[config.mk]
export PLATFORM = sky130hd
export DESIGN_NAME = rf_write_arbiter_flat
export DESIGN_NICKNAME = d
export VERILOG_FILES = /design/src/rtl/rf_write_arbiter_if.sv /design/src/rtl/rf_write_arbiter.sv /design/src/flat_wrapper.sv
export SDC_FILE = /design/constraint.sdc
export NUM_CORES = 1
export LEC_CHECK = 0
export CAP_MARGIN = 20
export CORE_MARGIN = 8
export CORE_UTILIZATION = 39
export CTS_BUF_LIST = sky130_fd_sc_hd__clkbuf_8
export CTS_CLUSTER_DIAMETER = 150
export DETAILED_ROUTE_END_ITERATION = 7
export PLACE_DENSITY = 0.93
export SYNTH_ARGS = -nofsm -noshare
export SYNTH_HDL_FRONTEND = slang
export SYNTH_SLANG_ARGS = --single-unit
[constraint.sdc]
create_clock -name clk -period 1.6 [get_ports clk]
set_input_delay 0.16 -clock clk [delete_from_list [all_inputs] [get_ports clk]]
set_output_delay 0.16 -clock clk [all_outputs]
set_load 0.1 [all_outputs]
[src/rtl/rf_write_arbiter_if.sv]
// Purpose: requester, clear-control and register-file write-port bundle for rf_write_arbiter.
// Latency: pure wiring; grants are combinational, write-port fields are registered by the arbiter.
// Backpressure: a requester holds req/addr/data until its gnt; the write port itself never stalls.
interface rf_write_arbiter_if #(
    parameter int DATA_W = 32,
    parameter int ADDR_W = 4
);
    logic              clr_go;
    logic              a_req;
    logic [ADDR_W-1:0] a_addr;
    logic [DATA_W-1:0] a_data;
    logic              a_gnt;
    logic              b_req;
    logic [ADDR_W-1:0] b_addr;
    logic [DATA_W-1:0] b_data;
    logic              b_gnt;
    logic              rf_wr_en;
    logic [ADDR_W-1:0] rf_wr_addr;
    logic [DATA_W-1:0] rf_wr_data;
    logic              clr_busy;
    logic              clr_done;

    // Arbiter side: consumes requests, produces grants and the write port.
    modport slave (
        input  clr_go, a_req, a_addr, a_data, b_req, b_addr, b_data,
        output a_gnt, b_gnt, rf_wr_en, rf_wr_addr, rf_wr_data, clr_busy, clr_done
    );

    // Requester / controller side.
    modport master (
        output clr_go, a_req, a_addr, a_data, b_req, b_addr, b_data,
        input  a_gnt, b_gnt, rf_wr_en, rf_wr_addr, rf_wr_data, clr_busy, clr_done
    );
endinterface

[src/rtl/rf_write_arbiter.sv]
// Purpose: round-robin share of the register-file write port between A and B, plus a zero-fill clear sweep.
// Latency: grant in the request cycle, write enable on the port one cycle later; sweep takes DEPTH cycles.
// Backpressure: losers and requests during a sweep simply see no gnt and keep holding req.
module rf_write_arbiter #(
    parameter int DATA_W = 32,
    parameter int ADDR_W = 4
) (
    input  logic               clk,
    input  logic               rst,
    rf_write_arbiter_if.slave  bus
);
    localparam int                DEPTH    = 2 ** ADDR_W;
    localparam logic [ADDR_W-1:0] CNT_LAST = ADDR_W'(DEPTH - 1);

    typedef enum logic {
        ARB   = 1'b0,
        CLEAR = 1'b1
    } state_t;

    state_t            state_q;
    logic [ADDR_W-1:0] cnt_q;
    logic [ADDR_W-1:0] cnt_d;
    logic              last_b_q;
    logic              wr_en_q;
    logic [ADDR_W-1:0] wr_addr_q;
    logic [DATA_W-1:0] wr_data_q;
    logic              done_q;
    logic              arb_ok;
    logic              a_win;
    logic              b_win;

    // Grants only exist in ARB, outside reset, and lose to a clear request.
    // On a tie, last_b_q picks whoever was not served most recently.
    assign arb_ok = !rst && (state_q == ARB) && !bus.clr_go;
    assign a_win  = arb_ok && bus.a_req && (!bus.b_req || last_b_q);
    assign b_win  = arb_ok && bus.b_req && (!bus.a_req || !last_b_q);
    assign cnt_d  = cnt_q + 1'b1;

    assign bus.a_gnt      = a_win;
    assign bus.b_gnt      = b_win;
    assign bus.rf_wr_en   = wr_en_q;
    assign bus.rf_wr_addr = wr_addr_q;
    assign bus.rf_wr_data = wr_data_q;
    assign bus.clr_busy   = (state_q == CLEAR);
    assign bus.clr_done   = done_q;

    // Arbitration / sweep FSM with registered write-port outputs.
    always_ff @(posedge clk) begin
        if (rst) begin
            state_q   <= ARB;
            cnt_q     <= '0;
            last_b_q  <= 1'b1;
            wr_en_q   <= 1'b0;
            wr_addr_q <= '0;
            wr_data_q <= '0;
            done_q    <= 1'b0;
        end else begin
            done_q <= 1'b0;
            case (state_q)
                ARB: begin
                    if (bus.clr_go) begin
                        state_q <= CLEAR;
                        cnt_q   <= '0;
                        wr_en_q <= 1'b0;
                    end else if (a_win) begin
                        wr_en_q   <= 1'b1;
                        wr_addr_q <= bus.a_addr;
                        wr_data_q <= bus.a_data;
                        last_b_q  <= 1'b0;
                    end else if (b_win) begin
                        wr_en_q   <= 1'b1;
                        wr_addr_q <= bus.b_addr;
                        wr_data_q <= bus.b_data;
                        last_b_q  <= 1'b1;
                    end else begin
                        // Address and data hold; only the enable drops.
                        wr_en_q <= 1'b0;
                    end
                end
                CLEAR: begin
                    // clr_go is deliberately ignored here so a sweep is never restarted.
                    wr_en_q   <= 1'b1;
                    wr_addr_q <= cnt_q;
                    wr_data_q <= '0;
                    cnt_q     <= cnt_d;
                    if (cnt_q == CNT_LAST) begin
                        state_q <= ARB;
                        done_q  <= 1'b1;
                    end
                end
            endcase
        end
    end
endmodule

[src/flat_wrapper.sv]
// flat-port wrapper written by rule: the top's interface ports become plain ports
module rf_write_arbiter_flat 
#(
    parameter int DATA_W = 32,
    parameter int ADDR_W = 4
)
  (clk, rst, bus_clr_go, bus_a_req, bus_a_addr, bus_a_data, bus_b_req, bus_b_addr, bus_b_data, bus_a_gnt, bus_b_gnt, bus_rf_wr_en, bus_rf_wr_addr, bus_rf_wr_data, bus_clr_busy, bus_clr_done);
  rf_write_arbiter_if #(.DATA_W(DATA_W), .ADDR_W(ADDR_W)) bus_i ();
  input  logic clk;
  input  logic rst;
  input wire logic [$bits(bus_i.clr_go)-1:0] bus_clr_go;
  input wire logic [$bits(bus_i.a_req)-1:0] bus_a_req;
  input wire logic [$bits(bus_i.a_addr)-1:0] bus_a_addr;
  input wire logic [$bits(bus_i.a_data)-1:0] bus_a_data;
  input wire logic [$bits(bus_i.b_req)-1:0] bus_b_req;
  input wire logic [$bits(bus_i.b_addr)-1:0] bus_b_addr;
  input wire logic [$bits(bus_i.b_data)-1:0] bus_b_data;
  output wire logic [$bits(bus_i.a_gnt)-1:0] bus_a_gnt;
  output wire logic [$bits(bus_i.b_gnt)-1:0] bus_b_gnt;
  output wire logic [$bits(bus_i.rf_wr_en)-1:0] bus_rf_wr_en;
  output wire logic [$bits(bus_i.rf_wr_addr)-1:0] bus_rf_wr_addr;
  output wire logic [$bits(bus_i.rf_wr_data)-1:0] bus_rf_wr_data;
  output wire logic [$bits(bus_i.clr_busy)-1:0] bus_clr_busy;
  output wire logic [$bits(bus_i.clr_done)-1:0] bus_clr_done;
  assign bus_i.clr_go = bus_clr_go;
  assign bus_i.a_req = bus_a_req;
  assign bus_i.a_addr = bus_a_addr;
  assign bus_i.a_data = bus_a_data;
  assign bus_i.b_req = bus_b_req;
  assign bus_i.b_addr = bus_b_addr;
  assign bus_i.b_data = bus_b_data;
  assign bus_a_gnt = bus_i.a_gnt;
  assign bus_b_gnt = bus_i.b_gnt;
  assign bus_rf_wr_en = bus_i.rf_wr_en;
  assign bus_rf_wr_addr = bus_i.rf_wr_addr;
  assign bus_rf_wr_data = bus_i.rf_wr_data;
  assign bus_clr_busy = bus_i.clr_busy;
  assign bus_clr_done = bus_i.clr_done;
  rf_write_arbiter #(.DATA_W(DATA_W), .ADDR_W(ADDR_W)) u_core (.clk(clk), .rst(rst), .bus(bus_i));
endmodule
After elaboration in Yosys (flattened, before gate mapping):

Index checks and enable logic that the tools add are counted.

* multiplexer cells: 20
* order comparisons: 0
* equal/unequal tests: 4
* bitwise operators: 2
* shift-type cells: 0
* multiply operators: 0
* reductions and logical operators: 17
* add/sub/neg operators: 1
* div/mod/pow operators: 0

Operators by type and width (number)
* 2-to-1 mux 32 bit: 3
* one-hot mux 32 bit (2 select lines): 1
* 2-to-1 mux 4 bit: 4
* one-hot mux 4 bit (2 select lines): 2
* 2-to-1 mux 1 bit: 8
* logical AND 1 bit: 6
* zero test 1 bit: 5
* adder 4 x 1 -> 4 bit, second input constant: 1
* == test 4 bit, second input constant: 1
* inequality test 2 bit, second input constant: 2
* one-hot mux 1 bit (2 select lines): 2
* inequality test 3 bit, second input constant: 1
* AND reduction 3 bit: 1
* logical OR 1 bit: 2
* inverter 1 bit: 2
* AND reduction 2 bit: 1
* nonzero test 2 bit: 1
* OR reduction 2 bit: 1

* logic and storage cells: 51
* memories kept: 0
* bits in writable memories: 0
* memory bits (read-only): 0
* output and inout port bits: 41
* input bits: 77
* bits in latches: 0
* bits in registers: 44

Longest topological paths before layout:

Gate-level depths: netlist (run 1).

* depth after elaboration: 9
* depth in mapped cells: 5
* gate-level depth less buffers: 4

Worst setup path after synthesis (run 1):

OpenSTA, ideal clock, no wires.

* path type: reg-to-output
* start point: register u_core.state_q (netlist: u_core.bus.clr_busy)
* end point: output bus_a_gnt
* buffers on the path: 2
* cell stages (with the launch flop): 4
* arrival: 4.068 ns
* path slack: -2.628 ns
* required time: 1.440 ns
* cells stage by stage: dfxtp_1 -> buf_2 -> clkbuf_1 -> nor4_1

* cells in the longest elaborated chain, start to end: 5

RTL lines
* start, declared: line rf_write_arbiter.sv:20 `state_t state_q;`
* start signal, assigned: line rf_write_arbiter.sv:50 `state_q <= ARB;`
* start signal, assigned: line rf_write_arbiter.sv:62 `state_q <= CLEAR;`
* start signal, assigned: line rf_write_arbiter.sv:87 `state_q <= ARB;`
* inverter 1 bit (no line)
* logical AND 1 bit (2 in series): line rf_write_arbiter.sv:34 `assign arb_ok = !rst && (state_q == ARB) && !bus.clr_go;`
* logical AND 1 bit (2 in series): line rf_write_arbiter.sv:35 `assign a_win = arb_ok && bus.a_req && (!bus.b_req || last_b_q);`
* end, declared: line flat_wrapper.sv:18 `output wire logic [$bits(bus_i.a_gnt)-1:0] bus_a_gnt;`

Every way passes these cells.

Final worst setup path (run 1):

* start point: register u_core.state_q (netlist: u_core.bus.clr_busy)
* end point: output bus_b_gnt

* cells in the longest elaborated chain, start to end: 5

RTL lines
* inverter 1 bit (no line)
* logical AND 1 bit (2 in series): line rf_write_arbiter.sv:34
* logical AND 1 bit (2 in series): line rf_write_arbiter.sv:36 `assign b_win = arb_ok && bus.b_req && (!bus.a_req || !last_b_q);`
* end, declared: line flat_wrapper.sv:19 `output wire logic [$bits(bus_i.b_gnt)-1:0] bus_b_gnt;`

Every way passes these cells.

==> results of run 1 <==
==> cells by family after synthesis <==
kind of cell	after synthesis	share of synthesized area (%)
AND/OR/NAND/NOR	95	21.1
multiplexers	4	2.09
AO/OA/AOI/OAI	77	26.7
flip-flops	44	43.4
adder cells (fa/ha/maj)	1	0.616
buffers and inverters	24	6.16
==> worst min-delay path: stages <==
cell and delay (ns):
clkdlybuf4s50_1 0.39, nand2_1 0.06, a311oi_1 0.07
==> worst paths after layout <==
check | startpoint | to | slack [ns] | cells after the start
worst min-delay path | bus_a_data[6] | u_core.bus.rf_wr_data[6] | 0.44 | 3
worst max-delay path | u_core.bus.clr_busy | bus_b_gnt | -0.03 | 3
worst max register to register | u_core.last_b_q | u_core.bus.rf_wr_addr[2] | 0.14 | 4
worst min register to register | u_core.cnt_q[3] | u_core.bus.clr_busy | 0.51 | 1
==> cell usage after synthesis, types with 2 or more instances <==
| master | number | area [µm²] |
|---|---|---|
| nor3b_1 | 3 | 22.5 |
| mux2_2 | 2 | 22.5 |
| nor2_1 | 11 | 41.3 |
| a311oi_1 | 32 | 280 |
| buf_1 | 2 | 7.51 |
| nor3_1 | 4 | 20.0 |
| a21oi_1 | 36 | 180 |
| a221o_1 | 3 | 30.0 |
| clkbuf_1 | 13 | 48.8 |
| mux2i_1 | 2 | 20.0 |
| nand3b_1 | 2 | 15.0 |
| buf_6 | 4 | 45.0 |
| nand2_1 | 67 | 251 |
| dfxtp_1 | 44 | 881 |
| buf_2 | 4 | 20.0 |
==> cell type report <==
type / instances / area share [%]
Multi-Input combinational cell: 177 / 27.5
Inverter: 1 / 0.220
Sequential cell: 44 / 22.3
Clock buffer: 6 / 2.08
Clock inverter: 2 / 0.189
Timing Repair Buffer: 141 / 45.6
Tap cell: 70 / 2.20
==> sequential cells by signal (all words and copies together) (netlist names) <==
register / flops
u_core.last_b_q: 1
u_core.cnt_q: 4
u_core.bus.clr_done: 1
u_core.bus.rf_wr_en: 1
u_core.bus.rf_wr_data: 32
u_core.bus.clr_busy: 1
u_core.bus.rf_wr_addr: 4
==> power by group through the flow <==
stage / Sequential, W / Clock, W / Combinational [W]
detailed placement: 0.00124 / 0 / 0.00111
CTS: 0.00121 / 0.000719 / 0.00112
global placement: 0.00123 / 0 / 0.00109
floorplan: 0.00157 / 0 / 0.000247
global route: 0.00122 / 0.000763 / 0.00120
finish: 0.00121 / 0.000713 / 0.00114
==> through the flow <==
step	hold WS, ns	total power, W	TNS [ns]	utilization [%]
floorplan	0.321	0.00182	-0.658	-
global placement	0.474	0.00233	-5.52	75.3
detailed placement	0.494	0.00235	-7.78	75.3
CTS	0.433	0.00305	-0.0351	77.2
global route	0.431	0.00317	-0.0861	78.4
finish	0.437	0.00306	-0.0306	78.4
==> per-layer routing <==
metal | GRT usage, % | vias to the layer above
li1 | - | 1145
met1 | 21.2 | 1095
met2 | 35.1 | 97
met3 | 5.82 | 16
met4 | 8.91 | 0
met5 | 0 | -
==> repair_timing <==
action / CTS / global route
resized for setup: 3 / 13
setup endpoints to repair: 1 / 36
pin swaps: 1 / 4
buffers inserted: 1 / 2
==> metrics.md, run 1 <==
| Metric | Value |
|---|---|
| Status | finished, violations left |
| Failing checks | setup timing |
| Logic pwr share | 37.2% |
| Ratio of cells with drive above 1 in the final layout | 23.7% |
| Via Count | 2353 |
| Clock Power Share | 23.3% |
| Final #Nets | 448 |
| Critical-path cell list | or4b_4 > a21oi_4 > buf_12 |
| Syn. warnings | 0 |
| P_int | 0.00199 W |
| Worst-skew pair later-pin latency | 0.29 ns |
| Placer congestion estimate | 0.812 |
| Clk sinks | 44 |
| Top FF cell, synth | dfxtp_1 |
| Arrival time of the worst setup path | 1.47 ns |
| Initial DRC count | 147 |
| CP bufs+invs | 1 |
| N_diodes | 0 |
| Setup CP Type | register to primary output |
| Core Rows | 26 |
| CP max stage cell | or4b_4 |
| Max cap viols | 0 |
| Post-cts hold buffer count | 0 |
| Sequential share of power | 39.5% |
| Grt ovf | 0 |
| Dpl cell area | 3820 µm² |
| Cells after Synth | 245 |
| Top sig layer | met4 |
| Vias per cell | 5.34 |
| Setup Skew | 0.00438 ns |
| Drt drc | 0 |
| Vias in the first global route | 2539 |
| Count of pins over their slew limit | 0 |
| Die W | 88.2 µm |
| Cell family with the largest share of critical-path delay | simple AND/OR/NAND/NOR gates |
| Clk root buf | clkbuf_8 |
| Ys async rst share | 0% |
| Leakage Power | 1.53 nW |
| Fill cell total of the finished layout | 333 |
| Clock Tree Buf Depth | 2 |
| Hpwl dp | 5740 µm |
| Fin. Hold Viols | 0 |
| Crit path required time | 1.44 ns |
| Die area | 7770 µm² |
| RSZ-0062 raised after global routing | yes |
| First-pass GRT wire length | 12200 µm |
| F_max | 0.613 GHz |
| # IOs | 118 |
| Non-filler cells, final | 441 |
| CTS tree | built |
| FF+latch area | 886 µm² |
| Multi-input gate area | 1090 µm² |
| Library cells used by synthesis | 31 |
| VDD IR max | 0.000500 V |
| Synth-to-layout area growth | 95.9% |
| Met2 wire length | 4070 µm |
| Crit-path max FO | 2 |
| Slew margin rel. | 75.8% |
| H-tree level count | 2 |
| Metal3 WL | 537 µm |
| Total GRT Usage | 19.9% |
| Post-route ant nets | 0 |
| Post-synth EDFFs | 0 |
| Most frequent cells in the layout | clkdlybuf4s50_1 (72), nand2_1 (66), buf_12 (45) |
| Antenna violations before repair | 0 |
| Largest net degree at the start of global routing | 37 |
| Initial Utilization | 40.0% |
| WL/cell | 17.2 µm |
| Die Span Y | 88.2 µm |
| PwrDens | 769 nW/µm² |
| Finished layout cell area | 3980 µm² |
| Class of the worst hold path | primary input to register |
| Placed insts | 430 |
| Net load switching power | 0.00107 W |
| Switching fraction of total power | 35.0% |
| Min cycle time layout | 1.63 ns |
| WL met1 | 2790 µm |
| Net count after synthesis | 323 |
| Worst Tran Pin Value | 0.362 ns |
| Crit. End Element | primary output |
| Core ar. | 5070 µm² |
| Critical path startpoint category | register |
| Final setup fails | 1 |
| Register area share after synthesis | 43.4% |
| Synthesized area | 2030 µm² |
| IO Port Bufs | 117 |
| Mean post-synth cell area | 8.29 µm² |
| Tcrit/Tclk final | 102% |
| DRT Pass-1 Iters | 4 |
| CTS buffer count | 5 |
| Routed wire length | 7600 µm |
| Clk slew on worst S/H paths | 0.08 ns |
| Synth Register Bits | 44 |
| Commonest non-fill, non-tap cell in the layout | clkdlybuf4s50_1 |
| Final worst slack | -0.0306 ns |
| Slowest stage delay, CP | 0.49 ns |
| Dpl ws | -0.293 ns |
(Power assumes the default switching activity.)
==> run 2: changes to the inputs <==
--- a/config.mk
+++ b/config.mk
@@ -7,11 +7,11 @@
 export LEC_CHECK = 0
 export CAP_MARGIN = 20
 export CORE_MARGIN = 8
-export CORE_UTILIZATION = 39
+export CORE_UTILIZATION = 35
 export CTS_BUF_LIST = sky130_fd_sc_hd__clkbuf_8
 export CTS_CLUSTER_DIAMETER = 150
 export DETAILED_ROUTE_END_ITERATION = 7
-export PLACE_DENSITY = 0.93
+export PLACE_DENSITY = 0.89
 export SYNTH_ARGS = -nofsm -noshare
 export SYNTH_HDL_FRONTEND = slang
 export SYNTH_SLANG_ARGS = --single-unit
==> constraint.sdc (replaced) <==
create_clock -name clk -period 1.3 [get_ports clk]
set_input_delay 0.13 -clock clk [delete_from_list [all_inputs] [get_ports clk]]
set_output_delay 0.13 -clock clk [all_outputs]
set_load 0.1 [all_outputs]
==> metrics.md, run 2 (synthesized netlist as in run 1, its figures left out) <==
| Metric | Value |
|---|---|
| Status | finished, violations left |
| Failing checks | setup timing |
| Final Core Density | 89.4% |
| Fin. Hold Viols | 0 |
| Count of pins over their slew limit | 0 |
| Clock Tree Buf Depth | 2 |
| Slew margin rel. | 72.9% |
| Core Rows | 27 |
| Leakage Power | 1.94 nW |
| Tcrit/Tclk final | 126% |
| Ratio of cells with drive above 1 in the final layout | 58.9% |
| Routed wire length | 11100 µm |
| First-pass GRT wire length | 15400 µm |
| Crit. End Element | primary output |
| Crit-path max FO | 2 |
| Hold path startpoint | rst |
| Setup CP Type | register to primary output |
| Vias in the first global route | 2868 |
| Placer congestion estimate | 0.771 |
| Via Count | 2698 |
| Post-cts hold buffer count | 0 |
| CTS tree | built |
| H-tree level count | 2 |
| Worst Tran Pin Value | 0.403 ns |
| Initial DRC count | 111 |
| Arrival time of the worst setup path | 1.50 ns |
| Max cap viols | 0 |
| CP Launch Point | u_core.bus.clr_busy |
| Synth-to-layout area growth | 144% |
| RSZ-0062 raised after global routing | yes |
| Clk slew on worst S/H paths | 0.08 ns |
| Metal3 WL | 653 µm |
| Initial Utilization | 36.7% |
| Min cycle time layout | 1.63 ns |
| Top sig layer | met4 |
| Class of the worst hold path | primary input to register |
| Setup Skew | 0.00513 ns |
| F_max | 0.613 GHz |
| Die area | 8500 µm² |
| Die Span Y | 92.2 µm |
| Placed insts | 437 |
| Final worst slack | -0.332 ns |
| Worst-skew pair later-pin latency | 0.29 ns |
| Crit path required time | 1.17 ns |
| # IOs | 118 |
| WL/cell | 23.6 µm |
| Met2 wire length | 5930 µm |
| Grt ovf | 0 |
| PwrDens | 859 nW/µm² |
| Min Hold Slack | 0.239 ns |
| Vias per cell | 5.75 |
| DRT Pass-1 Iters | 4 |
| Commonest non-fill, non-tap cell in the layout | clkdlybuf4s50_1 |
| Drt drc | 0 |
| Final #Nets | 475 |
| Die W | 92.2 µm |
| N_diodes | 0 |
| Non-filler cells, final | 469 |
| Hpwl dp | 5910 µm |
| Core ar. | 5540 µm² |
| IO Port Bufs | 117 |
| Largest register FFs | 32 |
| Largest net degree at the start of global routing | 27 |
| Final setup fails | 40 |
| Critical path startpoint category | register |
| Post-route ant nets | 0 |
| Total GRT Usage | 22.6% |
| WL met1 | 4040 µm |
| Worst R2R Start | u_core.last_b_q |
| Clk root buf | clkbuf_8 |
| Most frequent cells in the layout | clkdlybuf4s50_1 (72), buf_12 (48), dfxtp_1 (41) |
| CTS buffer count | 5 |
| Clk sinks | 44 |
| VDD IR max | 0.000562 V |
| Antenna violations before repair | 0 |
-- run 2: cell type report --
class                   count  area, µm²
repair buffers            168       2210
multi-input cells         177       1660
flip-flops and latches     44        887
fillers                   238        589
clock buffers               7       96.3
well taps                  72       90.1
inverters                   1       6.26
-- run 2: final timing paths --
path	end	slack (ns)	depth (start not counted)
worst max-delay path	bus_b_gnt	-0.33	3
worst min-delay path	u_core.last_b_q	0.24	2
worst min register to register	u_core.bus.rf_wr_data[14]	0.55	2
worst max register to register	u_core.bus.rf_wr_addr[3]	-0.29	6
-- run 2: timing repair --
action | CTS | global route
gates resized for setup | 88 | 62
setup buffers | 16 | 8
pin swaps | 69 | 32
gates cloned | 6 | 1
endpoints found under the setup margin | 38 | 44
-- run 2: routing by layer --
metal / global-route usage [%] / up-vias
met5: 0 / -
met4: 8.46 / 0
met3: 5.30 / 43
met2: 41.6 / 131
met1: 24.4 / 1318
li1: - / 1206
-- run 2: critical path, cell delays in order, from the launching register on --
cell and delay (ns):
dfxtp_4 0.35, or4b_4 0.51, a21oi_4 0.16, buf_12 0.19
-- run 2: metrics by stage --
stage / setup slack (ns) / power, W / setup TNS, ns / cell area, µm²
final: -0.332 / 0.00425 / -8.09 / 4950
after global routing: -0.358 / 0.00438 / -9.88 / 4950
after detailed placement: -0.465 / 0.00296 / -15.76 / 4010
after CTS: -0.311 / 0.00412 / -5.91 / 4710
after floorplan: -0.671 / 0.00229 / -9.32 / 2220
after global placement: -0.395 / 0.00294 / -12.61 / 4010
-- run 2: power by group --
group          switching [W]  internal (W)  total (W)  leakage, nW
Sequential         0.0000872       0.00142    0.00150        0.360
Combinational        0.00101      0.000806    0.00181         1.53
Clock               0.000461      0.000474   0.000935       0.0503
